### config.mk
export PLATFORM = sky130hd
export DESIGN_NAME = bcd_time_decoder
export DESIGN_NICKNAME = d
export VERILOG_FILES = /design/src/rtl/time_entry_pkg.sv /design/src/rtl/bcd_time_decoder_rdd_step.sv /design/src/rtl/bcd_time_decoder.sv
export SDC_FILE = /design/constraint.sdc
export NUM_CORES = 1
export LEC_CHECK = 0
export CAP_MARGIN = 10
export CORE_MARGIN = 2
export CORE_UTILIZATION = 35
export DETAILED_ROUTE_END_ITERATION = 12
export SYNTH_ARGS = -nofsm -noshare
export SYNTH_HDL_FRONTEND = slang
export SYNTH_HIERARCHICAL = 1
export SYNTH_SLANG_ARGS = --single-unit
### constraint.sdc
create_clock -name CLOCK_50 -period 2.7 [get_ports CLOCK_50]
set_clock_uncertainty 0.2 [all_clocks]
set_input_delay 0.54 -clock CLOCK_50 [delete_from_list [all_inputs] [get_ports CLOCK_50]]
set_output_delay 0.54 -clock CLOCK_50 [all_outputs]
set_load 0.02 [all_outputs]
### src/rtl/time_entry_pkg.sv
// Shared types and limits for the BCD time-entry decoder.
// BCD_TIME_DECODER_HOURS24_EN selects a 23-hour limit instead of 99.
package time_entry_pkg;

  typedef enum logic [1:0] {
    IDLE,
    LOAD,
    SHIFT,
    CHECK
  } dec_state_t;

  localparam int FIELD_W     = 7;
  localparam int DIGITS      = 6;
  localparam int MAX_MIN_SEC = 59;

`ifdef BCD_TIME_DECODER_HOURS24_EN
  localparam int MAX_HOURS = 23;
`else
  localparam int MAX_HOURS = 99;
`endif

  function automatic logic nib_bad(
    input logic [4*DIGITS-1:0] w
  );
    logic bad;
    bad = 1'b0;
    for (int i = 0; i < DIGITS; i++) begin
      if (w[4*i +: 4] > 4'd9) bad = 1'b1;
    end
    return bad;
  endfunction

endpackage

### src/rtl/bcd_time_decoder_rdd_step.sv
// One reverse double-dabble step on a {bcd[7:0], bin[6:0]} register:
// shift right, then subtract 3 from each BCD nibble that reached 8+.
module rdd_step
  import time_entry_pkg::*;
(
  input  logic [8+FIELD_W-1:0] din,
  output logic [8+FIELD_W-1:0] dout
);

  logic [8+FIELD_W-1:0] sh;
  logic [3:0]           hi;
  logic [3:0]           lo;

  assign sh = {1'b0, din[8+FIELD_W-1:1]};

  assign hi = (sh[14:11] >= 4'd8) ? sh[14:11] - 4'd3
                                  : sh[14:11];
  assign lo = (sh[10:7] >= 4'd8) ? sh[10:7] - 4'd3
                                 : sh[10:7];

  assign dout = {hi, lo, sh[FIELD_W-1:0]};

endmodule

### src/rtl/bcd_time_decoder.sv
// Sequential HH:MM:SS packed-BCD to binary decoder with validation.
// BCD_TIME_DECODER_HOURS24_EN limits hours to 23 (default 99).
module bcd_time_decoder
  import time_entry_pkg::*;
(
  input  logic               CLOCK_50,
  input  logic               reset,
  input  logic               start,
  input  logic [23:0]        bcd_in,
  output logic               busy,
  output logic               done,
  output logic               err,
  output logic [FIELD_W-1:0] hours,
  output logic [FIELD_W-1:0] minutes,
  output logic [FIELD_W-1:0] seconds
);

  localparam logic [FIELD_W-1:0] MS_LIM =
    FIELD_W'(MAX_MIN_SEC);
  localparam logic [FIELD_W-1:0] H_LIM =
    FIELD_W'(MAX_HOURS);

  dec_state_t           state;
  logic [23:0]          bcd_q;
  logic                 dig_err;
  logic [1:0]           fld;
  logic [2:0]           bitc;
  logic [14:0]          wreg;
  logic [14:0]          wnxt;
  logic [FIELD_W-1:0]   sh_s;
  logic [FIELD_W-1:0]   sh_m;
  logic [FIELD_W-1:0]   sh_h;
  logic [7:0]           next_byte;
  logic                 chk_err;

  rdd_step u_step (
    .din  (wreg),
    .dout (wnxt)
  );

  // BCD byte of the field that follows the one just finished
  always_comb begin
    next_byte = 8'h00;
    unique case (fld)
      2'd0:    next_byte = bcd_q[15:8];
      2'd1:    next_byte = bcd_q[23:16];
      default: next_byte = 8'h00;
    endcase
  end

  assign chk_err = dig_err
                 | (sh_m > MS_LIM)
                 | (sh_s > MS_LIM)
                 | (sh_h > H_LIM);

  always_ff @(posedge CLOCK_50 or posedge reset) begin
    if (reset) begin
      state   <= IDLE;
      busy    <= 1'b0;
      done    <= 1'b0;
      err     <= 1'b0;
      hours   <= '0;
      minutes <= '0;
      seconds <= '0;
      bcd_q   <= '0;
      dig_err <= 1'b0;
      fld     <= '0;
      bitc    <= '0;
      wreg    <= '0;
      sh_s    <= '0;
      sh_m    <= '0;
      sh_h    <= '0;
    end else begin
      done <= 1'b0;
      err  <= 1'b0;
      unique case (state)
        IDLE: begin
          busy <= start;
          if (start) state <= LOAD;
        end
        LOAD: begin
          bcd_q   <= bcd_in;
          dig_err <= nib_bad(bcd_in);
          fld     <= 2'd0;
          bitc    <= 3'd0;
          wreg    <= {bcd_in[7:0], 7'd0};
          state   <= SHIFT;
        end
        SHIFT: begin
          if (bitc == 3'd6) begin
            unique case (fld)
              2'd0:    sh_s <= wnxt[FIELD_W-1:0];
              2'd1:    sh_m <= wnxt[FIELD_W-1:0];
              default: sh_h <= wnxt[FIELD_W-1:0];
            endcase
            bitc <= 3'd0;
            fld  <= fld + 2'd1;
            wreg <= {next_byte, 7'd0};
            if (fld == 2'd2) state <= CHECK;
          end else begin
            wreg <= wnxt;
            bitc <= bitc + 3'd1;
          end
        end
        CHECK: begin
          done <= 1'b1;
          err  <= chk_err;
          if (!chk_err) begin
            hours   <= sh_h;
            minutes <= sh_m;
            seconds <= sh_s;
          end
          state <= IDLE;
        end
        default: state <= IDLE;
      endcase
    end
  end

endmodule

Word-level counts from Yosys, hierarchy flattened
Cells that the tools add are included.
{"block": "word_totals", "reg_bits": 92, "latch_bits": 0, "mem_bits_rw": 0, "mem_bits_ro": 0, "inputBits": 27, "out_inout_bits": 24, "memories": 0}
{"block": "op_classes", "n_addsub": 4, "mul": 0, "div_mod_pow": 0, "magnitude_cmp": 11, "n_eq_ne": 9, "shift": 0, "muxes": 21, "bitwise": 5, "n_reduce_logical": 10}
{"cell": "case mux 15 bit (2 select lines)", "n": 1}
{"cell": "> comparator 4 bit, second input constant", "n": 6}
{"cell": "case mux 8 bit (2 select lines)", "n": 1}
{"cell": "2-to-1 mux 15 bit", "n": 1}
{"cell": "> comparator 7 x 6 -> 1 bit, second input constant", "n": 2}
{"cell": "AND reduction 3 bit", "n": 4}
{"cell": "2-to-1 mux 1 bit", "n": 8}
{"cell": "2-to-1 mux 2 bit", "n": 4}
{"cell": "2-to-1 mux 4 bit", "n": 2}
{"cell": "case mux 2 bit (4 select lines)", "n": 1}
{"cell": "> comparator 7 bit, second input constant", "n": 1}
{"cell": "== test 2 bit, second input constant", "n": 3}
{"cell": "!= test 2 bit, second input constant", "n": 3}
{"cell": "case mux 3 bit (2 select lines)", "n": 1}
{"cell": "== test 2 x 1 -> 1 bit, second input constant", "n": 2}
{"cell": "greater-or-equal comparator 3 x 4 -> 1 bit, second input constant", "n": 1}
{"cell": "greater-or-equal comparator 4 bit, second input constant", "n": 1}
{"cell": "logical NOT 2 bit", "n": 2}
{"cell": "case mux 2 bit (2 select lines)", "n": 1}
{"cell": "AND reduction 2 bit", "n": 2}
{"cell": "subtractor 3 x 2 -> 4 bit, second input constant", "n": 1}
{"cell": "subtractor 4 x 2 -> 4 bit, second input constant", "n": 1}
{"cell": "adder 3 x 1 -> 3 bit, second input constant", "n": 1}
{"cell": "== test 3 bit, second input constant", "n": 1}
{"cell": "6 further kinds", "n": 9}

Logic depth before layout (Yosys ltp)
{"block": "logic_depth", "word_depth": 7, "ltp_mapped": 8, "mapped_depth_nobuf": 6}

Hierarchy
Netlist, hierarchy kept.
{"mod": "bcd_time_decoder", "instances": 1, "cells_each": 272, "area_per_inst_um2": 3653.5}
{"mod": "rdd_step", "instances": 1, "cells_each": 23, "area_per_inst_um2": 162.7}

Worst setup path after synthesis
Ideal clock, no wire load.
{"block": "synth_timing", "path_type": "reg-to-reg", "startpoint": "register state[0]", "endpoint": "register sh_m[0]", "setup_time_ns": 0.128, "arrival_ns": 1.539, "required_time_ns": 2.372, "setup_slack_ns": 0.834, "path_stages_with_launch": 8, "n_path_buf": 2, "period_less_slack_ns": 1.866, "cell_sequence": "dfrtp_1 -> inv_1 -> ha_1 -> buf_2 -> and4b_1 -> buf_2 -> nand2_2 -> mux2_1"}
{"block": "synth_between", "elab_chain_cells": 2}
{"element": "start, declared", "line": "bcd_time_decoder.sv:23", "text": "dec_state_t state;"}
{"element": "start signal, assigned", "line": "bcd_time_decoder.sv:58", "text": "state <= IDLE;"}
{"element": "start signal, assigned", "line": "bcd_time_decoder.sv:79", "text": "if (start) state <= LOAD;"}
{"element": "start signal, assigned", "line": "bcd_time_decoder.sv:87", "text": "state <= SHIFT;"}
{"element": "== test 2 bit", "line": "bcd_time_decoder.sv:76", "text": "unique case (state)"}
{"element": "AND reduction 3 bit (no source line)"}
{"element": "end signal, assigned", "line": "bcd_time_decoder.sv:93", "text": "2'd1: sh_m <= wnxt[FIELD_W-1:0];"}
{"element": "end, declared", "line": "bcd_time_decoder.sv:31", "text": "logic [FIELD_W-1:0] sh_m;"}
No other way between the ends.
A chain may end at the register's enable or synchronous reset.

Final worst setup path
{"block": "layout_timing", "startpoint": "register minutes[4]", "endpoint": "output port minutes[4]"}
{"element": "start, declared", "line": "bcd_time_decoder.sv:14", "text": "output logic [FIELD_W-1:0] minutes,"}
{"element": "start signal, assigned", "line": "bcd_time_decoder.sv:110", "text": "minutes <= sh_m;"}
No word-level cell between the ends.

==> metrics.md <==
| Metric | Value |
|---|---|
| Max-capacitance violation count | 0 |
| Setup slack on the worst flop-to-flop path | 0.63 ns |
| Post-detailed-routing wire length | 7030 um |
| Total number of vias | 2366 |
| Worst hold path stage count | 1 |
| Violation count after the first detailed-routing iteration | 58 |
| Avg Inst Size Synth | 12.9 sq um |
| Sum of negative setup slack | 0 ns |
| Gr ovfl total | 0 |
| Area taken by flip-flops and latches | 0.00208 sq mm |
| Initial antenna violation count | 0 |
| Starting density of the core | 36.3% |
| Clock edge transition at the registers on the reported setup and hold paths | 0.09 ns |
| Nature of the critical path startpoint | register |
| Unrepaired setup endpoints after global routing | false |
| Maximum buffer depth of the clock tree | 2 |
| Fraction of final layout cells with drive strength greater than 1 | 17.1% |
| Clock tree from TritonCTS | done |
| Chip height | 108 um |
| Core area | 0.0104 sq mm |
| Global-route usage over all layers | 13.2% |
| Width of the die | 108 um |
| Cell with the biggest individual delay on the critical path | clkdlybuf4s50_1 |
| Max_slew headroom | 58.1% |
| Endpoint type of the worst setup path | primary output |
| Worst path top cell family by delay | buffers and inverters |
| Wire length of the first global-routing pass | 12000 um |
| First-pass iteration count of the detailed router | 4 |
| Number of gates given a new drive strength after cts | 0 |
| Weighted congestion reported at the end of routability-driven placement | 0.729 |
| Post-placement cell count | 460 |
| Number of pins exceeding their max-slew limit in the final report | 0 |
| Worst R2R Path Depth | 5 |
| Final min period | 2.09 ns |
| Data required time at the worst endpoint | 1.96 ns |
| Relative area change from synthesis to final layout | 20.6% |
| HPWL after detailed placement | 5060 um |
| Final antenna-violating net count | 0 |
| Met2 wire length | 3350 um |
| Total I/O pin count | 51 |
| Top library cells by usage in the layout, fill and taps aside | dfrtp_1 (83), clkdlybuf4s50_1 (50), mux2_1 (30), mux2_4 (18) |
| Number of nets at the end of the flow | 372 |
| Clock latency reported for the late side of the worst-skew pair | 0.35 ns |
| Static leakage | 2.09 nW |
| Number of instances in the synthesized netlist | 292 |
| Uppermost layer routed | met4 |
| Most frequent standard cell in the layout excluding fill and tap cells | dfrtp_1 |
| Level count of the clock H-tree | 3 |
| Routed length per instance | 14.8 um |
| Peak fanout along the critical path | 2 |
| IO buf count | 50 |
| CP Launch Point | minutes[4] |
| Transition time at the pin with the least slew margin | 0.628 ns |
| Power per Cell Area | 840 mW/mm^2 |
| Worst hold-check path type | reg -> reg |
| Net count after synthesis | 329 |
| Type of the worst setup path | reg -> out |
| Worst Path Buf+Inv | 1 |
| Root Buffer | clkbuf_8 |
| R2r startpoint | state[0] |
| Final core utilization | 43.7% |
| Diode count | 0 |
| Row count | 37 |
| Crit share post-route | 77.2% |
| Largest net degree at the start of global routing | 33 |
| Arrival time reported for the critical path endpoint | 1.35 ns |
| CTS hold repair buffers | 0 |
| Fill cell total of the finished layout | 982 |
| Worst stage delay on the critical path | 0.62 ns |
| Number of cells in the finished layout apart from fillers | 476 |
| TritonCTS buffer count | 9 |
| Synthesized area | 0.00378 sq mm |
| Routed length on met3 | 278 um |
| Crit-path cells | clkdlybuf4s50_1 |
| Area of combinational cells with multiple inputs | 0.00150 sq mm |
| DRT met1 WL | 3340 um |
| Area of the die | 0.0116 sq mm |
| DR DRC count | 0 |
| Capturing point of the worst reg2reg path | seconds[0] |
| Count of synthesis-stage warnings from yosys | 6 |
| Final count of negative-setup-slack endpoints | 0 |
| Avg Vias per Cell | 4.97 |
| Hold violation total from the final report | 0 |
| Highest attainable clock frequency | 479 MHz |
| Worst-case vdd ir drop | 0.435 mV |
| End of the critical path | minutes[4] |
| Status | finished, final reports clean |
| Via count of the first global-routing pass | 2404 |
| Post-CTS setup buffer count | 0 |
| Number of sinks on the clock net | 83 |
| Total number of cells along the worst setup path | 1 |
## per-layer routing
| metal | vias up | track usage (%) |
|---|---|---|
| met1 | 1185 | 17.1 |
| li1 | 1123 | - |
| met4 | 0 | 3.30 |
| met2 | 52 | 21.5 |
| met5 | - | 0 |
| met3 | 6 | 4.12 |
## registers in the layout, summed over array words and instances (netlist names)
| signal | flops |
|---|---|
| sh_s | 7 |
| bitc | 3 |
| err | 1 |
| minutes | 7 |
| state | 2 |
| busy | 1 |
| dig_err | 1 |
| fld | 2 |
| sh_h | 7 |
| hours | 7 |
| seconds | 7 |
| sh_m | 7 |
| bcd_q | 16 |
| done | 1 |
| wreg | 14 |
## area by class of cell
type                            count  area share [%]
Timing Repair Buffer               57            12.7
Clock buffer                        9            2.72
Clock inverter                      7            1.29
Inverter                           11           0.988
Tap cell                          136            3.73
Sequential cell                    83            45.6
Multi-Input combinational cell    173            33.0
## metrics by stage
step	hold WS, ns	area, sq um	setup WS, ns	total power [mW]
2_1_floorplan	0.254	3780	0.834	2.71
3_3_place_gp	0.270	4370	0.668	3.01
3_5_place_dp	0.271	4370	0.636	3.04
4_1_cts	0.299	4560	0.583	3.88
5_1_grt	0.313	4560	0.501	4.12
6_report	0.293	4560	0.614	3.83
## how the worst min path moves through the flow
stage | startpoint | slack [ns] | end
detailed placement | sh_s[0] | 0.27 | seconds[0]
global placement | bcd_q[18] | 0.27 | bcd_q[18]
floorplan | sh_s[0] | 0.25 | seconds[0]
finish | bcd_q[20] | 0.29 | bcd_q[20]
global route | bcd_q[17] | 0.31 | bcd_q[17]
CTS | bcd_q[20] | 0.30 | bcd_q[20]
## power by group
part           internal (mW)  switching, mW
logic                  0.612          0.655
registers               1.53          0.198
clock network          0.350          0.482
total                   2.49           1.34
No activity file was read; power rests on OpenSTA's default activity.
